**src/rtl/UART_pkg.sv**
```systemverilog
`default_nettype none
// ============================================================================
// Package : UART_pkg
// Brief   : Shared UART types and constants for the receiver and its controller.
// Rev     : 1.0  initial release
// ============================================================================
package UART_pkg;

   typedef enum logic [1:0] {
      RX_IDLE  = 2'd0,
      RX_START = 2'd1,
      RX_DATA  = 2'd2,
      RX_STOP  = 2'd3
   } rcvr_state_e;

   typedef enum logic [2:0] {
      CT_IDLE     = 3'd0,
      CT_PUSH     = 3'd1,
      CT_ERR      = 3'd2,
      CT_ERR_WAIT = 3'd3,
      CT_DROP     = 3'd4,
      CT_CLR_WAIT = 3'd5
   } rx_ctrl_e;

   // Cycles spent waiting for the payload of a bad frame before giving up.
   localparam logic [2:0] ERR_WAIT_MAX = 3'd7;

endpackage
`default_nettype wire

```
**src/rtl/uart_rx_ctrl_if.sv**
```systemverilog
`default_nettype none
// ============================================================================
// Interface : uart_rx_ctrl_if
// Brief     : Receiver flag handshake, byte stream and status of uart_rx_ctrl.
// Rev       : 1.0  initial release
// ============================================================================
interface uart_rx_ctrl_if #(
   parameter int DATA_WIDTH    = 8,
   parameter int FIFO_DEPTH    = 4,
   parameter int ERR_CNT_WIDTH = 8
);
   localparam int c_FILL_W = $clog2(FIFO_DEPTH) + 1;

   logic [DATA_WIDTH-1:0]    rcvr_data_i;
   logic                     rcvr_rdy_i;
   logic                     rcvr_err_i;
   logic                     rdy_clr_o;
   logic                     err_clr_o;
   logic [DATA_WIDTH-1:0]    m_data_o;
   logic                     m_valid_o;
   logic                     m_ready_i;
   logic [c_FILL_W-1:0]      fill_o;
   logic [ERR_CNT_WIDTH-1:0] err_cnt_o;
   logic                     ovf_o;
   logic                     cnt_clr_i;

   modport slave (
      input  rcvr_data_i, rcvr_rdy_i, rcvr_err_i, m_ready_i, cnt_clr_i,
      output rdy_clr_o, err_clr_o, m_data_o, m_valid_o, fill_o, err_cnt_o, ovf_o
   );

   modport master (
      output rcvr_data_i, rcvr_rdy_i, rcvr_err_i, m_ready_i, cnt_clr_i,
      input  rdy_clr_o, err_clr_o, m_data_o, m_valid_o, fill_o, err_cnt_o, ovf_o
   );

endinterface
`default_nettype wire

```
**src/rtl/sync_fifo.sv**
```systemverilog
`default_nettype none
// ============================================================================
// Module : sync_fifo
// Brief  : First-word-fall-through FIFO; a push into a full FIFO is accepted
//          when a pop happens in the same cycle.
// Rev    : 1.0  initial release
// ============================================================================
module sync_fifo #(
   parameter int DATA_WIDTH = 8,
   parameter int FIFO_DEPTH = 4
) (
   input  wire logic                               clk_i,
   input  wire logic                               rst_i,
   input  wire logic                               push,
   input  wire logic                               pop,
   input  wire logic [DATA_WIDTH-1:0]              wdata,
   output logic      [DATA_WIDTH-1:0]              rdata,
   output logic                                    full,
   output logic                                    empty,
   output logic      [$clog2(FIFO_DEPTH):0]        count
);
   localparam int c_PTR_W = $clog2(FIFO_DEPTH);
   localparam int c_CNT_W = c_PTR_W + 1;
   localparam logic [c_CNT_W-1:0] c_DEPTH   = c_CNT_W'(FIFO_DEPTH);
   localparam logic [c_CNT_W-1:0] c_CNT_ONE = c_CNT_W'(1);
   localparam logic [c_PTR_W-1:0] c_PTR_ONE = c_PTR_W'(1);

   logic [DATA_WIDTH-1:0] r_mem [FIFO_DEPTH];
   logic [c_PTR_W-1:0]    r_wr_ptr;
   logic [c_PTR_W-1:0]    r_rd_ptr;
   logic [c_CNT_W-1:0]    r_count;
   logic                  w_pop;
   logic                  w_push;

   assign empty  = (r_count == '0);
   assign full   = (r_count == c_DEPTH);
   assign w_pop  = pop && !empty;
   assign w_push = push && (!full || w_pop);
   assign count  = r_count;
   assign rdata  = empty ? '0 : r_mem[r_rd_ptr];

   always_ff @(posedge clk_i) begin
      if (w_push) begin
         r_mem[r_wr_ptr] <= wdata;
      end
   end

   // Power-of-two depth lets the pointers wrap by natural overflow.
   always_ff @(posedge clk_i or posedge rst_i) begin
      if (rst_i) begin
         r_wr_ptr <= '0;
         r_rd_ptr <= '0;
         r_count  <= '0;
      end else begin
         if (w_push) begin
            r_wr_ptr <= r_wr_ptr + c_PTR_ONE;
         end
         if (w_pop) begin
            r_rd_ptr <= r_rd_ptr + c_PTR_ONE;
         end
         case ({w_push, w_pop})
            2'b10:   r_count <= r_count + c_CNT_ONE;
            2'b01:   r_count <= r_count - c_CNT_ONE;
            default: r_count <= r_count;
         endcase
      end
   end

endmodule
`default_nettype wire

```
**src/rtl/uart_rx_ctrl.sv**
```systemverilog
`default_nettype none
// ============================================================================
// Module : uart_rx_ctrl
// Brief  : Services the UART receiver flags, drops bytes of errored frames and
//          buffers good bytes into a valid/ready stream with error statistics.
// Rev    : 1.0  initial release
// ============================================================================
module uart_rx_ctrl
   import UART_pkg::*;
#(
   parameter int DATA_WIDTH    = 8,
   parameter int FIFO_DEPTH    = 4,
   parameter int ERR_CNT_WIDTH = 8
) (
   input  wire logic      clk_i,
   input  wire logic      rst_i,
   uart_rx_ctrl_if.slave  bus
);
   localparam int c_FILL_W = $clog2(FIFO_DEPTH) + 1;
   localparam logic [ERR_CNT_WIDTH-1:0] c_ERR_ONE = ERR_CNT_WIDTH'(1);

   rx_ctrl_e                 r_state;
   logic [2:0]               r_wait_cnt;
   logic                     r_rdy_clr;
   logic                     r_err_clr;
   logic [ERR_CNT_WIDTH-1:0] r_err_cnt;
   logic                     r_ovf;

   logic                     w_full;
   logic                     w_empty;
   logic                     w_pop;
   logic                     w_push;
   logic [DATA_WIDTH-1:0]    w_rdata;
   logic [c_FILL_W-1:0]      w_count;

   assign w_pop  = !w_empty && bus.m_ready_i;
   assign w_push = (r_state == CT_PUSH) && (!w_full || w_pop);

   sync_fifo #(
      .DATA_WIDTH (DATA_WIDTH),
      .FIFO_DEPTH (FIFO_DEPTH)
   ) u_fifo (
      .clk_i (clk_i),
      .rst_i (rst_i),
      .push  (w_push),
      .pop   (w_pop),
      .wdata (bus.rcvr_data_i),
      .rdata (w_rdata),
      .full  (w_full),
      .empty (w_empty),
      .count (w_count)
   );

   // Clear pulses are set on entry to CT_PUSH/CT_DROP/CT_ERR so they track
   // the current state exactly while still coming from flops.
   always_ff @(posedge clk_i or posedge rst_i) begin
      if (rst_i) begin
         r_state    <= CT_IDLE;
         r_wait_cnt <= '0;
         r_rdy_clr  <= 1'b0;
         r_err_clr  <= 1'b0;
      end else begin
         r_rdy_clr <= 1'b0;
         r_err_clr <= 1'b0;
         case (r_state)
            CT_IDLE: begin
               if (bus.rcvr_err_i) begin
                  r_state   <= CT_ERR;
                  r_err_clr <= 1'b1;
               end else if (bus.rcvr_rdy_i) begin
                  r_state   <= CT_PUSH;
                  r_rdy_clr <= 1'b1;
               end
            end
            CT_PUSH: begin
               r_state <= CT_CLR_WAIT;
            end
            CT_ERR: begin
               r_wait_cnt <= '0;
               r_state    <= CT_ERR_WAIT;
            end
            CT_ERR_WAIT: begin
               if (bus.rcvr_rdy_i) begin
                  r_state   <= CT_DROP;
                  r_rdy_clr <= 1'b1;
               end else if (r_wait_cnt == ERR_WAIT_MAX) begin
                  r_state <= CT_IDLE;
               end else begin
                  r_wait_cnt <= r_wait_cnt + 3'd1;
               end
            end
            CT_DROP: begin
               r_state <= CT_CLR_WAIT;
            end
            CT_CLR_WAIT: begin
               if (!bus.rcvr_rdy_i) begin
                  r_state <= CT_IDLE;
               end
            end
            default: begin
               r_state <= CT_IDLE;
            end
         endcase
      end
   end

   always_ff @(posedge clk_i or posedge rst_i) begin
      if (rst_i) begin
         r_err_cnt <= '0;
         r_ovf     <= 1'b0;
      end else if (bus.cnt_clr_i) begin
         r_err_cnt <= '0;
         r_ovf     <= 1'b0;
      end else begin
         if ((r_state == CT_ERR) && (r_err_cnt != {ERR_CNT_WIDTH{1'b1}})) begin
            r_err_cnt <= r_err_cnt + c_ERR_ONE;
         end
         if ((r_state == CT_PUSH) && w_full && !w_pop) begin
            r_ovf <= 1'b1;
         end
      end
   end

   assign bus.rdy_clr_o = r_rdy_clr;
   assign bus.err_clr_o = r_err_clr;
   assign bus.m_data_o  = w_rdata;
   assign bus.m_valid_o = !w_empty;
   assign bus.fill_o    = w_count;
   assign bus.err_cnt_o = r_err_cnt;
   assign bus.ovf_o     = r_ovf;

endmodule
`default_nettype wire

```
**src/flat_wrapper.sv**
```systemverilog
// flat-port wrapper written by rule: the top's interface ports become plain ports
module uart_rx_ctrl_flat import UART_pkg::*;
#(
   parameter int DATA_WIDTH    = 8,
   parameter int FIFO_DEPTH    = 4,
   parameter int ERR_CNT_WIDTH = 8
)
  (clk_i, rst_i, bus_rcvr_data_i, bus_rcvr_rdy_i, bus_rcvr_err_i, bus_m_ready_i, bus_cnt_clr_i, bus_rdy_clr_o, bus_err_clr_o, bus_m_data_o, bus_m_valid_o, bus_fill_o, bus_err_cnt_o, bus_ovf_o);
  uart_rx_ctrl_if #(.DATA_WIDTH(DATA_WIDTH), .FIFO_DEPTH(FIFO_DEPTH), .ERR_CNT_WIDTH(ERR_CNT_WIDTH)) bus_i ();
  input  wire logic clk_i;
  input  wire logic rst_i;
  input wire logic [$bits(bus_i.rcvr_data_i)-1:0] bus_rcvr_data_i;
  input wire logic [$bits(bus_i.rcvr_rdy_i)-1:0] bus_rcvr_rdy_i;
  input wire logic [$bits(bus_i.rcvr_err_i)-1:0] bus_rcvr_err_i;
  input wire logic [$bits(bus_i.m_ready_i)-1:0] bus_m_ready_i;
  input wire logic [$bits(bus_i.cnt_clr_i)-1:0] bus_cnt_clr_i;
  output wire logic [$bits(bus_i.rdy_clr_o)-1:0] bus_rdy_clr_o;
  output wire logic [$bits(bus_i.err_clr_o)-1:0] bus_err_clr_o;
  output wire logic [$bits(bus_i.m_data_o)-1:0] bus_m_data_o;
  output wire logic [$bits(bus_i.m_valid_o)-1:0] bus_m_valid_o;
  output wire logic [$bits(bus_i.fill_o)-1:0] bus_fill_o;
  output wire logic [$bits(bus_i.err_cnt_o)-1:0] bus_err_cnt_o;
  output wire logic [$bits(bus_i.ovf_o)-1:0] bus_ovf_o;
  assign bus_i.rcvr_data_i = bus_rcvr_data_i;
  assign bus_i.rcvr_rdy_i = bus_rcvr_rdy_i;
  assign bus_i.rcvr_err_i = bus_rcvr_err_i;
  assign bus_i.m_ready_i = bus_m_ready_i;
  assign bus_i.cnt_clr_i = bus_cnt_clr_i;
  assign bus_rdy_clr_o = bus_i.rdy_clr_o;
  assign bus_err_clr_o = bus_i.err_clr_o;
  assign bus_m_data_o = bus_i.m_data_o;
  assign bus_m_valid_o = bus_i.m_valid_o;
  assign bus_fill_o = bus_i.fill_o;
  assign bus_err_cnt_o = bus_i.err_cnt_o;
  assign bus_ovf_o = bus_i.ovf_o;
  uart_rx_ctrl #(.DATA_WIDTH(DATA_WIDTH), .FIFO_DEPTH(FIFO_DEPTH), .ERR_CNT_WIDTH(ERR_CNT_WIDTH)) u_core (.clk_i(clk_i), .rst_i(rst_i), .bus(bus_i));
endmodule
```
**config.mk**
```make
export PLATFORM = sky130hd
export DESIGN_NAME = uart_rx_ctrl_flat
export DESIGN_NICKNAME = d
export VERILOG_FILES = /design/src/rtl/UART_pkg.sv /design/src/rtl/uart_rx_ctrl_if.sv /design/src/rtl/sync_fifo.sv /design/src/rtl/uart_rx_ctrl.sv /design/src/flat_wrapper.sv
export SDC_FILE = /design/constraint.sdc
export NUM_CORES = 1
export LEC_CHECK = 0
export ABC_AREA = 1
export CORE_UTILIZATION = 50
export DETAILED_ROUTE_END_ITERATION = 8
export PLACE_DENSITY = 0.82
export RECOVER_POWER = 25
export SLEW_MARGIN = 40
export SYNTH_ARGS = -nofsm -noshare
export SYNTH_HDL_FRONTEND = slang
export SYNTH_SLANG_ARGS = --single-unit
```
**constraint.sdc**
```tcl
create_clock -name clk_i -period 3.75 [get_ports clk_i]
set_input_delay 0.375 -clock clk_i [delete_from_list [all_inputs] [get_ports clk_i]]
set_output_delay 0.375 -clock clk_i [all_outputs]
set_load 0.005 [all_outputs]
```
[After elaboration in Yosys (flattened, before gate mapping)]
Memories as Yosys holds them, arrays and structs flattened.
Index checks and enable logic that the tools add are counted.
Cells by class
  add/sub/neg operators: 6
  equality and inequality tests: 15
  muxes and demuxes: 22
  reductions and logical operators: 21
Operators with widths (number)
  2-to-1 mux 8 bit: 3
  2-to-1 mux 3 bit: 7
  one-hot mux 3 bit (5 select lines): 1
  equality test 3 bit (second input constant): 4
  one-hot mux 3 bit (2 select lines): 2
  adder 8 x 1 -> 8 bit (second input constant): 1
  2-to-1 mux 1 bit: 8
  != test 8 bit (second input constant): 1
  nonzero test 2 bit: 4
  logical AND 1 bit: 7
  adder 3 x 1 -> 3 bit (second input constant): 2
  equality test 3 x 2 -> 1 bit (second input constant): 2
  zero test 3 bit: 2
  != test 2 bit (second input constant): 3
  AND reduction 3 bit: 2
  adder 2 x 1 -> 2 bit (second input constant): 2
  equality test 3 x 1 -> 1 bit (second input constant): 1
  zero test 1 bit: 3
  != test 3 x 2 -> 1 bit (second input constant): 1
  != test 3 bit (second input constant): 1
  subtractor 3 x 1 -> 3 bit (second input constant): 1
  equality test 2 x 1 -> 1 bit (second input constant): 1
  equality test 2 bit (second input constant): 1
  logical OR 1 bit: 2
  other kinds (2): 2
Word-level totals
  flip-flop bits (word level): 24
  RAM bits: 32
  input bits: 14
  output and inout port bits: 23
  word-level logic and storage cells: 74
  memories kept: 1
Memory list
  u_core.u_fifo.r_mem: words 4, width 8, read ports 1, clocked after memory_dff 0, wr ports 1, line sync_fifo.sv:28  | logic [DATA_WIDTH-1:0] r_mem [FIFO_DEPTH];

[Logic depth before layout (Yosys ltp)]
  word-level depth: 8
  depth in mapped cells: 10
  mapped depth without buffers: 10

[Hierarchy]
A second synthesis with hierarchy kept.
Unflattened totals
  cell total of the unflattened synthesis: 316
  area, all modules: 2788.9 sq um
By module, submodules not included
  sync_fifo: instances 1, cells an instance 186, area each 1840.5 sq um, sequential area each 1136.1 sq um
  uart_rx_ctrl: instances 1, cells an instance 130, area each 948.4 sq um, sequential area each 425.4 sq um

[Worst setup path before layout]
Ideal clock, no wire load.
  kind: flip-flop to flip-flop
  start: register u_core.u_fifo.r_count[0], in the netlist u_core.u_fifo.count[0]
  end: register u_core.u_fifo.r_count[2], in the netlist u_core.u_fifo.count[2]
  library setup time: 0.131 ns
  arrival: 1.735 ns
  path slack: 1.885 ns
  cell stages (with the launch flop): 10
  buffers on the path: 0
  cell sequence: dfrtp_1 > nor2_1 > nand3_1 > nand2_2 > ha_1 > inv_1 > fa_1 > a21oi_1 > o21ai_0 > xor2_1
Between the ends
  word-level cells in the longest chain between the ends: 8
  elaborated cells on any way between the ends: 16
Ends and longest elaborated chain
  start: declaration: line sync_fifo.sv:31  | logic [c_CNT_W-1:0] r_count;
  start signal: assignment: line sync_fifo.sv:62  | 2'b10: r_count <= r_count + c_CNT_ONE;
  start signal: assignment: line sync_fifo.sv:63  | 2'b01: r_count <= r_count - c_CNT_ONE;
  start signal: assignment: line sync_fifo.sv:64  | default: r_count <= r_count;
  zero test 3 bit: line sync_fifo.sv:35  | assign empty = (r_count == '0);
  zero test 1 bit: line sync_fifo.sv:37, uart_rx_ctrl.sv:36
  logical AND 1 bit: line uart_rx_ctrl.sv:36  | assign w_pop = !w_empty && bus.m_ready_i;
  logical OR 1 bit or logical AND 1 bit (tied branches): line uart_rx_ctrl.sv:37, sync_fifo.sv:37
  logical AND 1 bit or logical OR 1 bit (tied branches): line uart_rx_ctrl.sv:37, sync_fifo.sv:38
  logical AND 1 bit: line sync_fifo.sv:38  | assign w_push = push && (!full || w_pop);
  equality test 2 x 1 -> 1 bit or equality test 2 bit (tied branches): line sync_fifo.sv:61  | case ({w_push, w_pop})
  one-hot mux 3 bit (2 select lines) or nonzero test 2 bit (tied branches)
Parallel ways exist; a longest one is shown, timed or not.
A chain may end at the register's enable or synchronous reset.

[Worst setup path after layout]
  start: register u_core.u_fifo.r_rd_ptr[1]
  end: output port bus_m_data_o[1]
Between the ends
  word-level cells in the longest chain between the ends: 2
Ends and longest elaborated chain
  start: declaration: line sync_fifo.sv:30  | logic [c_PTR_W-1:0] r_rd_ptr;
  start signal: assignment: line sync_fifo.sv:59  | r_rd_ptr <= r_rd_ptr + c_PTR_ONE;
  memory (4 x 8 bit)
  2-to-1 mux 8 bit: line sync_fifo.sv:40  | assign rdata = empty ? '0 : r_mem[r_rd_ptr];
  end: declaration: line flat_wrapper.sv:19  | output wire logic [$bits(bus_i.m_data_o)-1:0] bus_m_data_o;
No other way between the ends.

==> impl_metrics.ini <==
[worst_setup_path]
crit_start = u_core.u_fifo.r_rd_ptr[1]
reg2reg_from = u_core.r_state[1]
end_kind = output port
critPathLaunchType = flop
critPathKind = flop to output port
crit_arrival_ns = 2.14
endpoint = bus_m_data_o[1]
regToRegEndpoint = u_core.u_fifo.count[2]
worst-r2r-setup-slack_ns = 1.69
worstRegToRegCells = 10
crit_fanout = 10
cp.required_ns = 3.38

[detailed_routing]
vias = 1878
drt-total-wl_um = 4990
ant_nets = 0
routed_via_density = 4.98
firstDrtPassIters = 4
drtIter0Drc = 112
routedWlPerCell_um = 13.2
drc = 0

[yosys]
syn-instance-count = 267
synth_edf_count = 32
synth_top_cells_by_count = nor2_1, nand2_1, edfxtp_1, inv_1, dfrtp_1
synth_top_area_share_pct = 36.4
synth_flop_cell = edfxtp_1
ys_ff_latch = 56
netlist_area_um2 = 2640
yosysWarnings = 0
yosysSeqAreaShare_pct = 59.1
syn_nets = 290
yosys-top-cells-area = edfxtp_1, dfrtp_1, nor2_1
synth.most_common_cell = nor2_1
syn_area_per_cell_um2 = 9.89
async_reset_ff_share_pct = 42.9
yosys.cell_types.count = 26
synth_top_cell_by_area = edfxtp_1

[sta]
fmax_mhz = 398
slew_headroom_pct = 38.1
layout_min_cycle_time_ns = 2.51
rsz0062_at_grt = false
fin_crit_sh_pct = 67.0
clock-skew-final_ns = 0.0104
setup_tns_ns = 0
drv_slew = 0
finalSetupViolations = 0
worst-slew-pin-transition_ns = 0.928
hold_violations = 0

[power]
p_int_mw = 1.28
swShare_pct = 37.1
clockPowerShare_pct = 16.2
powerDensity_nw_per_um2 = 646
power.static_leakage_nw = 1.33
p_switching_mw = 0.756
seqPwrFrac_pct = 44.3
ir_worst_vdd_v = 0.000318
p_comb_share_pct = 39.5

[clocking]
clk_pin_slew_ns = 0.10
insertion_delay_ns = 0.31
hold_buffers = 0
cts.sinks = 56
postCtsSetupBuffers = 0
cts-resized-gates = 0
cts_root_buffer = clkbuf_8
clock_path_buffers = 2
htreeDepth = 2
numCtsBuffers = 5
cts_tree = built

[grt]
grt_first_pass_wirelength_um = 7870
antenna_found_initial = 0
overflow = 0
grt_pass1_vias = 1787
grt_max_degree = 25
grt_use_total_pct = 19.2

[cells_and_area]
fillers = 448
drive_above_1_share_pct = 8.79
antenna_cells = 0
nets = 329
areaGrowthSynthToFinish_pct = 19.5
final_cells = 377

[die]
top_level_ports = 37
die_w_um = 74.7
die_area_um2 = 5570
initial_utilization_pct = 51.7
die_h_um = 74.7
rows = 26
core_um2 = 5110

[placement]
port_buffers = 36
dp_hpwl_um = 3440
dp_cells = 369
gp_congestion = 0.879

[hold_path]
holdCritPathClass = flop to flop

[flow_run]
cap_viol_max_count = 0

[status]
status = finished clean
## placed cells by master (no fill, tap or decap), drive strengths merged
cell / count
edfxtp: 32
a21oi: 13
nor2: 52
nand3: 16
xor2: 7
clkinvlp: 1
nand2: 47
nand3b: 1
clkinv: 1
nor4: 1
ha: 8
clkbuf: 5
dlygate4sd3: 8
xnor2: 2
o21ai: 24
nand4: 2
fa: 1
dfrtp: 24
clkdlybuf4s50: 28
inv: 34
## logic make-up after synthesis
| family | Yosys count | share of synthesized area [%] |
|---|---|---|
| buffers and inverters | 37 | 5.55 |
| XOR/XNOR | 9 | 2.99 |
| adder cells (fa/ha/maj) | 9 | 4.55 |
| AND/OR/NAND/NOR | 119 | 20.2 |
| AO/OA/AOI/OAI | 37 | 7.58 |
| flip-flops | 56 | 59.1 |
## worst min path at each step
stage,start,end,slack [ns],depth (start not counted)
6_report,u_core.r_wait_cnt[1],u_core.r_wait_cnt[1],0.50,2
5_1_grt,u_core.r_wait_cnt[1],u_core.r_wait_cnt[1],0.53,2
4_1_cts,rst_i,u_core.bus.ovf_o,0.43,2
3_5_place_dp,u_core.r_wait_cnt[1],u_core.r_wait_cnt[1],0.48,2
3_3_place_gp,u_core.r_wait_cnt[1],u_core.r_wait_cnt[1],0.47,2
2_1_floorplan,rst_i,u_core.bus.err_clr_o,0.39,1
## critical path, stage by stage, from the launching register on
cell and delay, ns:
dfrtp_1 0.59, inv_1 0.26, nor2_1 0.15, o21ai_0 0.10
a21oi_1 0.18, clkdlybuf4s50_1 0.54
## area by class of cell
type | instances | area, um2 | area share [%]
inverter | 33 | 124 | 3.93
clock buffer | 5 | 68.8 | 2.18
timing repair buffer | 36 | 360 | 11.4
sequential | 56 | 1560 | 49.5
tap | 70 | 87.6 | 2.78
multi-input combinational | 174 | 932 | 29.5
clock inverter | 3 | 21.3 | 0.674
## sequential cells by signal (all words and copies together) (netlist names)
signal and flops:
u_core.bus.ovf_o 1, u_core.u_fifo.count 3, u_core.bus.rdy_clr_o 1, u_core.r_state 3
u_core.u_fifo.r_mem 32, u_core.r_wait_cnt 3, u_core.u_fifo.r_rd_ptr 2, u_core.bus.err_cnt_o 8
u_core.u_fifo.r_wr_ptr 2, u_core.bus.err_clr_o 1
## power by group through the flow
| stage | registers, mW | logic [mW] | clock network [mW] |
|---|---|---|---|
| floorplan | 0.856 | 0.525 | 0 |
| global placement | 0.910 | 0.775 | 0 |
| detailed placement | 0.915 | 0.815 | 0 |
| CTS | 0.903 | 0.817 | 0.343 |
| global route | 0.919 | 0.912 | 0.366 |
| finish | 0.904 | 0.805 | 0.331 |
## per-stage QoR
step                      worst slack (ns)  hold WS [ns]  utilization [%]  power [mW]  cell area, um2
after floorplan                       1.88         0.390                -        1.38            2640
after global placement                1.54         0.469             60.0        1.68            3070
after detailed placement              1.43         0.482             60.0        1.73            3070
after CTS                             1.24         0.430             61.8        2.06            3160
after global routing                  1.09         0.531             61.8        2.20            3160
final                                 1.24         0.503             61.8        2.04            3160
## metal layers
layer  share of wire [%]  vias to the layer above  GRT usage, %
li1                    -                      948             -
met1                  42                      889          22.6
met2                  53                       39          35.4
met3                 4.4                        2          3.21
met4                0.26                        0          6.71
met5                   0                        -             0
Note: power is estimated with default switching activity, not from simulation.
